===== src/rtl/div_pkg.sv =====
// Shared constants and types for the sequential 16-bit restoring divider.
package div_pkg;

   localparam int WIDTH = 16;
   localparam int CNT_W = $clog2(WIDTH) + 1;

   typedef enum logic [1:0] {
      IDLE,
      RUN,
      FIX,
      DONE
   } state_t;

endpackage


===== src/rtl/seq_div16_if.sv =====
// Start/busy/done handshake and operand/result bus of the sequential divider.
interface seq_div16_if;
   import div_pkg::*;

   logic             start;
   logic             is_signed;
   logic [WIDTH-1:0] dividend;
   logic [WIDTH-1:0] divisor;
   logic             busy;
   logic             done;
   logic [WIDTH-1:0] quotient;
   logic [WIDTH-1:0] remainder;
   logic             div_zero;

   modport master (
      output start, is_signed, dividend, divisor,
      input  busy, done, quotient, remainder, div_zero
   );

   modport slave (
      input  start, is_signed, dividend, divisor,
      output busy, done, quotient, remainder, div_zero
   );

endinterface


===== src/rtl/csel_sub16.sv =====
// 16-bit carry-select adder and the subtractor built on it (a + ~b + 1).
module csel_add16 (
   input  logic [15:0] a,
   input  logic [15:0] b,
   input  logic        cin,
   output logic [15:0] sum,
   output logic        cout
);
   localparam int BLK  = 4;
   localparam int NBLK = 16 / BLK;

   logic [NBLK:0] c;

   assign c[0] = cin;

   // Each 4-bit block precomputes both carry-in cases; the real carry only selects.
   for (genvar i = 0; i < NBLK; i++) begin : g_blk
      logic [BLK:0] s0;
      logic [BLK:0] s1;

      assign s0 = {1'b0, a[i*BLK +: BLK]} + {1'b0, b[i*BLK +: BLK]};
      assign s1 = s0 + 5'd1;
      assign sum[i*BLK +: BLK] = c[i] ? s1[BLK-1:0] : s0[BLK-1:0];
      assign c[i+1]            = c[i] ? s1[BLK]     : s0[BLK];
   end

   assign cout = c[NBLK];

endmodule

module csel_sub16 (
   input  logic [15:0] din1,
   input  logic [15:0] din2,
   output logic [15:0] diff,
   output logic        no_borrow
);
   csel_add16 u_add (
      .a    (din1),
      .b    (~din2),
      .cin  (1'b1),
      .sum  (diff),
      .cout (no_borrow)
   );

endmodule


===== src/rtl/seq_div16.sv =====
// Multi-cycle restoring divider: one shift-and-subtract step per clock, signed or unsigned,
// with sign fix-up and divide-by-zero substitution in a final FIX cycle.
module seq_div16
   import div_pkg::*;
(
   input  logic         clk,
   input  logic         rst_n,
   seq_div16_if.slave   bus
);
   localparam logic [CNT_W-1:0] LAST_ITER = CNT_W'(WIDTH - 1);

   state_t           state, state_next;
   logic             accept;

   logic [WIDTH-1:0] p;
   logic [WIDTH-1:0] q;
   logic [WIDTH-1:0] dvs_mag;
   logic [WIDTH-1:0] dvd_orig;
   logic             sign_q, sign_r, dz;
   logic [CNT_W-1:0] cnt;

   logic             busy_r, done_r, div_zero_r;
   logic [WIDTH-1:0] quotient_r, remainder_r;

   logic [WIDTH:0]   p_sh;
   logic [WIDTH-1:0] trial_diff;
   logic             trial_nb;
   logic             take;

   logic [WIDTH-1:0] dvd_neg, dvs_neg, q_neg, r_neg;
   logic [WIDTH-1:0] dvd_mag, dvs_mag_in;
   logic             nb_unused_dvd, nb_unused_dvs, nb_unused_q, nb_unused_r;

   // Trial subtraction of the shifted partial remainder.
   assign p_sh = {p, q[WIDTH-1]};

   csel_sub16 u_trial (
      .din1      (p_sh[WIDTH-1:0]),
      .din2      (dvs_mag),
      .diff      (trial_diff),
      .no_borrow (trial_nb)
   );

   assign take = p_sh[WIDTH] | trial_nb;

   // Negations (0 - x) for operand magnitudes and result sign fix-up.
   csel_sub16 u_neg_dvd (.din1('0), .din2(bus.dividend), .diff(dvd_neg), .no_borrow(nb_unused_dvd));
   csel_sub16 u_neg_dvs (.din1('0), .din2(bus.divisor),  .diff(dvs_neg), .no_borrow(nb_unused_dvs));
   csel_sub16 u_neg_q   (.din1('0), .din2(q),            .diff(q_neg),   .no_borrow(nb_unused_q));
   csel_sub16 u_neg_r   (.din1('0), .din2(p),            .diff(r_neg),   .no_borrow(nb_unused_r));

   assign dvd_mag    = (bus.is_signed && bus.dividend[WIDTH-1]) ? dvd_neg : bus.dividend;
   assign dvs_mag_in = (bus.is_signed && bus.divisor[WIDTH-1])  ? dvs_neg : bus.divisor;

   // NOTE: sequential state uses non-blocking assignments so every register samples
   // pre-edge values; blocking here would create order-dependent simulation races.
   always_ff @(posedge clk or negedge rst_n) begin
      if (!rst_n) state <= IDLE;
      else        state <= state_next;
   end

   // NOTE: every signal driven here gets a default first, so no path leaves it
   // unassigned and no latch is inferred.
   always_comb begin
      state_next = state;
      accept     = 1'b0;
      unique case (state)
         IDLE: if (bus.start) begin
            accept     = 1'b1;
            state_next = RUN;
         end
         RUN:  if (cnt == LAST_ITER) state_next = FIX;
         FIX:  state_next = DONE;
         DONE: begin
            if (bus.start) begin
               accept     = 1'b1;
               state_next = RUN;
            end else begin
               state_next = IDLE;
            end
         end
         default: state_next = IDLE;
      endcase
   end

   always_ff @(posedge clk or negedge rst_n) begin
      if (!rst_n) begin
         p        <= '0;
         q        <= '0;
         dvs_mag  <= '0;
         dvd_orig <= '0;
         sign_q   <= 1'b0;
         sign_r   <= 1'b0;
         dz       <= 1'b0;
         cnt      <= '0;
      end else if (accept) begin
         p        <= '0;
         q        <= dvd_mag;
         dvs_mag  <= dvs_mag_in;
         dvd_orig <= bus.dividend;
         sign_q   <= bus.is_signed & (bus.dividend[WIDTH-1] ^ bus.divisor[WIDTH-1]);
         sign_r   <= bus.is_signed & bus.dividend[WIDTH-1];
         dz       <= (bus.divisor == '0);
         cnt      <= '0;
      end else if (state == RUN) begin
         p   <= take ? trial_diff : p_sh[WIDTH-1:0];
         q   <= {q[WIDTH-2:0], take};
         cnt <= cnt + 1'b1;
      end
   end

   // Results are only rewritten at FIX, so they hold across a back-to-back accept.
   always_ff @(posedge clk or negedge rst_n) begin
      if (!rst_n) begin
         busy_r      <= 1'b0;
         done_r      <= 1'b0;
         quotient_r  <= '0;
         remainder_r <= '0;
         div_zero_r  <= 1'b0;
      end else begin
         busy_r <= (state_next == RUN) || (state_next == FIX);
         done_r <= (state_next == DONE);
         if (state == FIX) begin
            if (dz) begin
               quotient_r  <= '1;
               remainder_r <= dvd_orig;
               div_zero_r  <= 1'b1;
            end else begin
               quotient_r  <= sign_q ? q_neg : q;
               remainder_r <= sign_r ? r_neg : p;
               div_zero_r  <= 1'b0;
            end
         end
      end
   end

   assign bus.busy      = busy_r;
   assign bus.done      = done_r;
   assign bus.quotient  = quotient_r;
   assign bus.remainder = remainder_r;
   assign bus.div_zero  = div_zero_r;

endmodule


===== src/flat_wrapper.sv =====
// flat-port wrapper written by rule: the top's interface ports become plain ports
module seq_div16_flat import div_pkg::*;
  (clk, rst_n, bus_start, bus_is_signed, bus_dividend, bus_divisor, bus_busy, bus_done, bus_quotient, bus_remainder, bus_div_zero);
  seq_div16_if bus_i ();
  input  logic clk;
  input  logic rst_n;
  input wire logic [$bits(bus_i.start)-1:0] bus_start;
  input wire logic [$bits(bus_i.is_signed)-1:0] bus_is_signed;
  input wire logic [$bits(bus_i.dividend)-1:0] bus_dividend;
  input wire logic [$bits(bus_i.divisor)-1:0] bus_divisor;
  output wire logic [$bits(bus_i.busy)-1:0] bus_busy;
  output wire logic [$bits(bus_i.done)-1:0] bus_done;
  output wire logic [$bits(bus_i.quotient)-1:0] bus_quotient;
  output wire logic [$bits(bus_i.remainder)-1:0] bus_remainder;
  output wire logic [$bits(bus_i.div_zero)-1:0] bus_div_zero;
  assign bus_i.start = bus_start;
  assign bus_i.is_signed = bus_is_signed;
  assign bus_i.dividend = bus_dividend;
  assign bus_i.divisor = bus_divisor;
  assign bus_busy = bus_i.busy;
  assign bus_done = bus_i.done;
  assign bus_quotient = bus_i.quotient;
  assign bus_remainder = bus_i.remainder;
  assign bus_div_zero = bus_i.div_zero;
  seq_div16 u_core (.clk(clk), .rst_n(rst_n), .bus(bus_i));
endmodule

===== config.mk =====
export PLATFORM = sky130hd
export DESIGN_NAME = seq_div16_flat
export DESIGN_NICKNAME = d
export VERILOG_FILES = /design/src/rtl/div_pkg.sv /design/src/rtl/seq_div16_if.sv /design/src/rtl/csel_sub16.sv /design/src/rtl/seq_div16.sv /design/src/flat_wrapper.sv
export SDC_FILE = /design/constraint.sdc
export NUM_CORES = 1
export LEC_CHECK = 0
export CORE_MARGIN = 4
export CORE_UTILIZATION = 35
export CTS_CLUSTER_SIZE = 8
export DETAILED_ROUTE_END_ITERATION = 8
export PLACE_DENSITY = 0.6
export REMOVE_ABC_BUFFERS = 1
export SETUP_SLACK_MARGIN = 0.4
export SYNTH_ARGS = -nofsm -noshare
export SYNTH_HDL_FRONTEND = slang
export SYNTH_HIERARCHICAL = 1
export SYNTH_SLANG_ARGS = --single-unit
export TNS_END_PERCENT = 20

===== constraint.sdc =====
create_clock -name clk -period 7.8 [get_ports clk]
set_clock_uncertainty 0.15 [all_clocks]
set_input_delay 1.17 -clock clk [delete_from_list [all_inputs] [get_ports clk]]
set_output_delay 1.17 -clock clk [all_outputs]
set_load 0.05 [all_outputs]

======== Yosys cells after proc, flatten, opt, wreduce, memory -nomap -nowiden ========
Index checks and enable logic that the tools add are counted.
word-level totals
  register bits after elaboration ......... 109
  bits of input ports ..................... 36
  output and inout bits ................... 35
  word-level logic and storage cells ...... 108
operators by class
  add/subtract/negate cells ............... 25
  equality and inequality tests ........... 7
  muxes and demuxes ....................... 46
  bitwise logic cells ..................... 9
  reduce and logical (&&, ||, !) cells .... 7
operators with widths
  cell                                                                   count
  16-bit two-way mux                                                     11
  16-bit NOT                                                             5
  4-bit by 1-bit adder with 5-bit output, second input constant          12
  4-bit two-way mux                                                      15
  5-bit by 1-bit adder with 5-bit output, second input constant          5
  4-bit by 4-bit adder with 5-bit output                                 4
  4-bit by 1-bit adder with 4-bit output, second input constant          4
  16-bit zero test                                                       1
  1-bit two-way mux                                                      15
  5-bit two-way mux                                                      2
  2-bit equality test, second input constant                             4
  2-bit case mux with 4 select lines                                     1
  5-bit by 4-bit equality test with 1-bit output, second input constant  1
  2-bit by 1-bit equality test with 1-bit output, second input constant  2
  2-bit two-way mux                                                      2
  1-bit AND                                                              2
  1-bit logical AND                                                      2
  2-bit zero test                                                        1
  2-bit nonzero test                                                     1
  2-bit OR reduction                                                     1
  1-bit logical OR                                                       1
  1-bit bitwise OR                                                       1
  1-bit bitwise XOR                                                      1

======== Logic depth before layout (Yosys ltp) ========
Gate-level depths: netlist of run 1.
  word-level depth ........................ 10
  depth in mapped cells ................... 17
  depth with buffers taken out ............ 15

======== Modules after synthesis ========
The synthesis of run 1 kept the hierarchy.
by module, submodules not included
  module                                   instances  cells each  area each (µm²)  sequential area each (µm²)
  seq_div16                                1          541         5424.0           2727.6
  csel_add16 (u_core.u_neg_dvd.u_add ...)  4          121         1062.3           0.0
  csel_add16 (u_core.u_trial.u_add)        1          113         972.2            0.0
  csel_sub16                               5          17          63.8             0.0

======== Worst setup path after synthesis of run 1 ========
No wires, ideal clock.
  path type ............................... reg-to-reg
  from .................................... register u_core.q[15]
  to ...................................... register u_core.p[10]
  setup time .............................. 0.099 ns
  arrival time ............................ 3.862 ns
  data required time ...................... 7.551 ns
  setup slack ............................. 3.689 ns
  cell stages (with the launch flop) ...... 15
  buffers on the path ..................... 2
  clock period less this slack ............ 4.111 ns
  path through ............................ dfrtp_1 > ha_1 > fa_1 > ha_1 > nand2_1 > a2111oi_0 > or4b_1 > a211oi_4 > mux2i_2 > mux2i_1 > xor2_1 > buf_6 > buf_2 > o21ai_0 > a311oi_1
on the way
  word-level cells in the longest chain between the ends .. 9
  elaborated cells on any way between the ends .. 10
  classes of those cells .................. 2 x add/sub; 7 x mux; 1 x bitwise
RTL lines
  element                                 RTL line          text
  start, declared                         seq_div16.sv:16   logic [WIDTH-1:0] q;
  start signal, assigned                  seq_div16.sv:98   q <= dvd_mag;
  start signal, assigned                  seq_div16.sv:107  q <= {q[WIDTH-2:0], take};
  4-bit by 4-bit adder with 5-bit output  csel_sub16.sv:21  assign s0 = {1'b0, a[i*BLK +: BLK]} + {1'b0, b[i*BLK +: BLK]};
  5-bit by 1-bit adder with 5-bit output  csel_sub16.sv:22  assign s1 = s0 + 5'd1;
  1-bit two-way mux (3 in series)         csel_sub16.sv:24  assign c[i+1] = c[i] ? s1[BLK] : s0[BLK];
  named net u_core.trial_nb               seq_div16.sv:27   logic trial_nb;
  1-bit bitwise OR                        seq_div16.sv:44   assign take = p_sh[WIDTH] | trial_nb;
  16-bit two-way mux                      seq_div16.sv:106  p <= take ? trial_diff : p_sh[WIDTH-1:0];
  16-bit two-way mux                      seq_div16.sv:105  end else if (state == RUN) begin
  16-bit two-way mux                      seq_div16.sv:96   end else if (accept) begin
  end signal, assigned                    seq_div16.sv:106
  end, declared                           seq_div16.sv:15   logic [WIDTH-1:0] p;
The timed path passes the listed nets, and every way through them passes these cells. The select of a mux whose other input is x is not followed.
A chain may end at the register's enable or synchronous reset.

======== Final worst setup path of run 1 ========
  from .................................... register u_core.q[15]
  to ...................................... register u_core.p[0]
The elaborated chain is that of the path after synthesis.

==> results of run 1 <==
power by group through the flow:
stage	clock network (mW)	logic (mW)	registers, mW
global route	0.580	3.39	1.05
global placement	0	2.91	1.02
CTS	0.561	2.98	1.02
floorplan	0	2.39	0.994
finish	0.541	3.01	1.01
detailed placement	0	2.96	1.03
registers in the layout, summed over array words and instances (netlist names), 2 cells and up:
signal and cells:
u_core/bus.quotient 16, u_core/bus.remainder 16, u_core/dvd_orig 16, u_core/dvs_mag 16, u_core/p 16, u_core/q 16, u_core/cnt 5, u_core/state 2
worst min-delay path by stage:
| stage | end | slack (ns) | cells past startpoint |
|---|---|---|---|
| 3_3_place_gp | u_core/dvd_orig[14] | 0.31 | 2 |
| 6_report | u_core/dvd_orig[4] | 0.33 | 2 |
| 4_1_cts | u_core/dvd_orig[4] | 0.33 | 2 |
| 2_1_floorplan | u_core/dvd_orig[0] | 0.30 | 2 |
| 5_1_grt | u_core/dvd_orig[11] | 0.36 | 2 |
| 3_5_place_dp | u_core/dvd_orig[4] | 0.31 | 2 |
metrics by stage:
step | util [%] | power (mW) | cell area [um^2] | std cells | worst slack [ns]
6_report | 40.63 | 4.562 | 12390 | 1727 | 3.205
5_1_grt | 40.63 | 5.023 | 12390 | 1727 | 2.961
3_3_place_gp | 39.49 | 3.935 | 12050 | 1711 | 3.233
3_5_place_dp | 39.49 | 3.988 | 12050 | 1711 | 3.164
4_1_cts | 40.63 | 4.560 | 12390 | 1727 | 3.156
2_1_floorplan | - | 3.381 | 10800 | 1239 | 3.159
worst reg2reg max path: cells and delay by family (launching register included):
kind | cells | cell delay [ns]
buffers and inverters | 1 | 0.21
and+or+nand+nor | 4 | 1.08
muxes | 2 | 0.73
xor gates and xnor gates | 1 | 0.09
adders and majority gates | 3 | 0.96
DFF | 1 | 0.47
AOI/OAI and AO/OA | 3 | 0.79
layer usage:
layer,up-vias,GRT usage [%]
li1,4356,-
met3,22,2.157
met4,0,3.069
met2,131,25.74
met1,4151,19.43
met5,-,0
cell usage in the layout, fill, tap and decap left out, types with 8 or more instances in the layout:
cell and n:
nand2_1 148, dfrtp_1 109, ha_1 105, conb_1 100, inv_1 96, a21oi_1 87, xnor2_1 78, mux2i_1 74
clkdlybuf4s50_1 69, nor2_1 61, o21ai_0 57, a21o_1 40, xor2_1 35, mux2_2 27, nand4_1 22, fa_1 20
a211oi_1 16, and3_1 15, a311oi_1 15, clkbuf_16 9, nand4b_1 9, nand3_1 9, o21ai_1 8, a2111o_1 8
a2111oi_2 8
final cells by class:
| type | instances | share of cell area [%] |
|---|---|---|
| clock buffers | 9 | 1.817 |
| clock inverters | 7 | 0.9792 |
| inverters | 96 | 2.907 |
| multi-input cells | 1034 | 62.30 |
| flip-flops and latches | 109 | 22.01 |
| well taps | 396 | 3.998 |
| repair buffers | 76 | 5.996 |
==> reports/metrics.cfg, run 1 <==
[placed_design]
routabilityCongestion=0.8513
hpwl_mm=18.70
numPortBuffers=70

[critical_path]
worst-path-stages=14
reg2reg_slack_ns=3.20
cp.required_ns=7.89
worstPathCellList=ha_1 > fa_1 > ha_1 > nand2_1 > a2111oi_0 > or4b_1 > a211oi_4 > mux2i_2 > mux2i_1 > xor2_1 > buf_4 > nor2_8 > nand2_1 > a311oi_1
cp_top_family=simple AND/OR/NAND/NOR gates
crit_path_max_fanout=17
cp_num_buf_inv=1
crit_path_end=u_core/p[0]
crit_slowest_cell=or4b_1
start_kind=flop
r2r_end=u_core/p[0]
worst-r2r-cell-count=14
critical_path_class=flop to flop
reg2reg_from=u_core/q[15]
critPathMaxStageDelay_ns=0.56
timing.critical_path.to_type=flop
crit_arrival_ns=4.69
crit_path_start=u_core/q[15]

[floorplan]
dieArea_um2=33680
die_h_um=183.5
ioPinCount=71
start_util_pct=35.35
rows=64
coreArea_um2=30510
die_w_um=183.5

[finish]
final_nets=1489
drive_gt1_share_pct=7.438
fillers=3096
area_growth_pct=14.93
multiInputGateArea_um2=7721
ff_latch_area_um2=2728
antennaDiodeCount=0

[job]
cap_violations=0

[timing]
finalCritPeriodShare_pct=58.91
final_max_slew_viol_count=0
post-route-min-period_ns=4.595
hold_violations=0
whs_ns=0.3292
timing.fmax_mhz=217.6
tightest_slew_ns=1.024
maxSlewHeadroom_pct=31.75
tns_ns=0
rsz0062_at_grt=false
final-setup-viol-count=0

[detailed_routing]
drc=0
vias=8660
drt-total-wl_mm=24.59
wl_met1_mm=11.80
routed.top_layer=met4
drt_iter0_drc=369
wl_met2_mm=11.70
drt_first_pass_iters=5
drtAntennaViolNets=0
wl_per_cell_um=14.24
viasPerCell=5.014
wl_met3_um=826

[clock_network]
clk_latency_ns=0.36
root_buffer=clkbuf_16
clkSinkCount=109
cts_tree=built
clock_path_buffers=2
cts-htree-levels=3
post_cts_buffers=0
cts_made_buffers=9
clk_pin_slew_worst_paths_ns=0.08
ctsHoldBuffers=0
cts_resized=0

[synthesis]
yosys_warnings=6
avgSynthCellArea_um2=9.024
postSynthCellCount=1195
syn_area_um2=10780

[power]
clkPwrFrac_pct=11.9
combPwrFrac_pct=65.9
intPower_mw=2.430
peakVddDrop_v=0.0001448
seq_power_share_pct=22.2
power_switching_mw=2.132
switching_share_pct=46.74
p_leak_nw=5.706
pwr_density_cell_nw_per_um2=368.1

[run_status]
status=finished clean

[hold_path]
min_from=u_core/dvd_orig[4]
hold_path_class=flop to flop

[grt]
gr-usage-all-layers_pct=14.73
grt_start_max_net_pins=85
grt_pass1_vias=8505
grt_pass1_wl_mm=41.24
grt.overflow.total=0
antenna_found_initial=0

Note: power is estimated with default switching activity, not from simulation.
==> run 2: changes to the inputs <==
- clock period: 7.8 -> 4.25 ns (I/O delays scaled with it)
==> reports/metrics.cfg, run 2 (synthesis gave the netlist of run 1 again) <==
[timing]
timing.fmax_mhz=244.8  ; was 217.6 MHz
maxSlewHeadroom_pct=30.96  ; was 31.75%
whs_ns=0.2588  ; was 0.3292 ns
tns_ns=0  ; unchanged
finalCritPeriodShare_pct=96.10  ; was 58.91%
rsz0062_at_grt=true  ; was false
final-setup-viol-count=0  ; unchanged
tightest_slew_ns=1.036  ; was 1.024 ns
final_max_slew_viol_count=0  ; unchanged
post-route-min-period_ns=4.084  ; was 4.595 ns
hold_violations=0  ; unchanged

[detailed_routing]
viasPerCell=4.956  ; was 5.014
drt-total-wl_mm=25.32  ; was 24.59 mm
drt_first_pass_iters=5  ; unchanged
vias=8688  ; was 8660
drc=0  ; unchanged
drt_iter0_drc=426  ; was 369
wl_per_cell_um=14.44  ; was 14.24 um
drtAntennaViolNets=0  ; unchanged

[clock_network]
cts-htree-levels=3  ; unchanged
root_buffer=clkbuf_16  ; unchanged
clk_latency_ns=0.36  ; about the same
cts_made_buffers=9  ; unchanged
clk_pin_slew_worst_paths_ns=0.08  ; about the same
clock_path_buffers=2  ; unchanged
ctsHoldBuffers=0  ; unchanged
cts_tree=built  ; unchanged
clkSinkCount=109  ; unchanged

[finish]
mostFrequentLayoutCells=nand2_1, dfrtp_1, ha_1  ; unchanged
antennaDiodeCount=0  ; unchanged
area_growth_pct=17.72  ; was 14.93%
drive_gt1_share_pct=10.32  ; was 7.438%
fillers=3027  ; was 3096
utilization_pct=41.61  ; was 40.63%
final_nets=1515  ; was 1489
final_common_cell=nand2_1  ; unchanged

[critical_path]
crit_path_max_fanout=10  ; was 17
timing.critical_path.to_type=flop  ; unchanged
cp.required_ns=4.37  ; was 7.89 ns
critPathMaxStageDelay_ns=0.52  ; was 0.56 ns
critical_path_class=flop to flop  ; unchanged
start_kind=flop  ; unchanged
worstPathCellList=inv_1 > ha_2 > fa_1 > ha_2 > nand2_2 > o21ai_1 > or4b_4 > a211oi_4 > mux2i_2 > mux2i_2 > xor2_2 > buf_4 > buf_16 > nor2_4 > nand2_1 > a311oi_2  ; was ha_1 > fa_1 > ha_1 > nand2_1 > a2111oi_0 > or4b_1 > a211oi_4 > mux2i_2 > mux2i_1 > xor2_1 > buf_4 > nor2_8 > nand2_1 > a311oi_1
crit_arrival_ns=4.21  ; was 4.69 ns
crit_slowest_cell=fa_1  ; was or4b_1

[grt]
gr-usage-all-layers_pct=15.18  ; was 14.73%
grt.overflow.total=0  ; unchanged
grt_pass1_vias=8557  ; was 8505
grt_start_max_net_pins=69  ; was 85
grt_pass1_wl_mm=42.52  ; was 41.24 mm
antenna_found_initial=0  ; unchanged

[floorplan]
dieArea_um2=33680  ; unchanged
rows=64  ; unchanged
coreArea_um2=30510  ; unchanged
start_util_pct=35.35  ; unchanged
ioPinCount=71  ; unchanged
die_h_um=183.5  ; unchanged
die_w_um=183.5  ; unchanged

[placed_design]
numPortBuffers=70  ; unchanged
hpwl_mm=19.38  ; was 18.70 mm
routabilityCongestion=0.8483  ; was 0.8513

[run_status]
status=finished clean  ; unchanged

[power]
pwr_density_cell_nw_per_um2=709.2  ; was 368.1 nW/um^2
peakVddDrop_v=0.0003495  ; was 0.0001448 V
p_leak_nw=5.847  ; was 5.706 nW
power_mw=9.003  ; was 4.562 mW

[hold_path]
hold_path_class=input pin to asynchronous set/reset pin  ; was flop to flop

[job]
cap_violations=0  ; unchanged

==> run 2: final cells by class <==
class                   count  area, um^2  area share (%)
clock buffers               9       225.2           1.774
well taps                 396       495.5           3.903
clock inverters             7       105.1          0.8279
multi-input cells        1036        7812           61.54
inverters                  96       360.3           2.839
flip-flops and latches    109        2728           21.49
repair buffers            100       968.4           7.629
==> run 2: worst max-delay path: cells and delay by family, from the launching register on <==
| kind | cells | cell delay [ns] |
|---|---|---|
| adder cells (fa/ha/maj) | 3 | 0.89 |
| AND/OR/NAND/NOR | 4 | 0.83 |
| AO/OA/AOI/OAI | 3 | 0.69 |
| multiplexers | 2 | 0.61 |
| buffers and inverters | 3 | 0.37 |
| flip-flops | 1 | 0.35 |
| XOR/XNOR | 1 | 0.11 |
==> run 2: metal layers <==
layer	part of all wire, %	track usage [%]	up-vias
met5	0	0	-
met4	1.0	2.712	0
met3	3.3	2.355	19
met2	48	25.87	127
met1	48	20.67	4134
li1	-	-	4408
==> run 2: repair_timing <==
| action | 4_1_cts | 5_1_grt |
|---|---|---|
| buffers inserted | 8 | 3 |
| endpoints found under the setup margin | 17 | 17 |
| gates resized for setup | 7 | 11 |
| pin swaps | 13 | 17 |
| gates cloned | 3 | 0 |
==> run 2: where the power goes <==
| group | switching, mW | internal [mW] | leakage [nW] |
|---|---|---|---|
| registers | 0.435 | 1.41 | 1.30 |
| logic | 3.35 | 2.86 | 4.38 |
| clock network | 0.428 | 0.527 | 0.159 |
| total | 4.21 | 4.80 | 5.85 |
==> run 2: path summary, 6_finish.rpt <==
kind,slack [ns],cells after the start,endpoint,from
worst min register to register,0.33,2,u_core/dvs_mag[15],u_core/dvs_mag[15]
worst max register to register,0.17,16,u_core/p[9],u_core/dvs_mag[0]
max in group asynchronous,2.93,2,u_core/dvd_orig[15],rst_n
worst max-delay path,0.17,16,u_core/p[9],u_core/dvs_mag[0]
worst min-delay path,0.26,1,u_core/bus.remainder[2],rst_n
min in group clk,0.33,2,u_core/dvs_mag[15],u_core/dvs_mag[15]
==> run 2: metrics by stage <==
stage,std cells,area (um^2),setup WS [ns]
2_1_floorplan,1239,10800,-0.3908
3_3_place_gp,1723,12160,0.1781
3_5_place_dp,1723,12160,0.06812
4_1_cts,1750,12620,0.2443
5_1_grt,1753,12690,-0.05571
6_report,1753,12690,0.1657
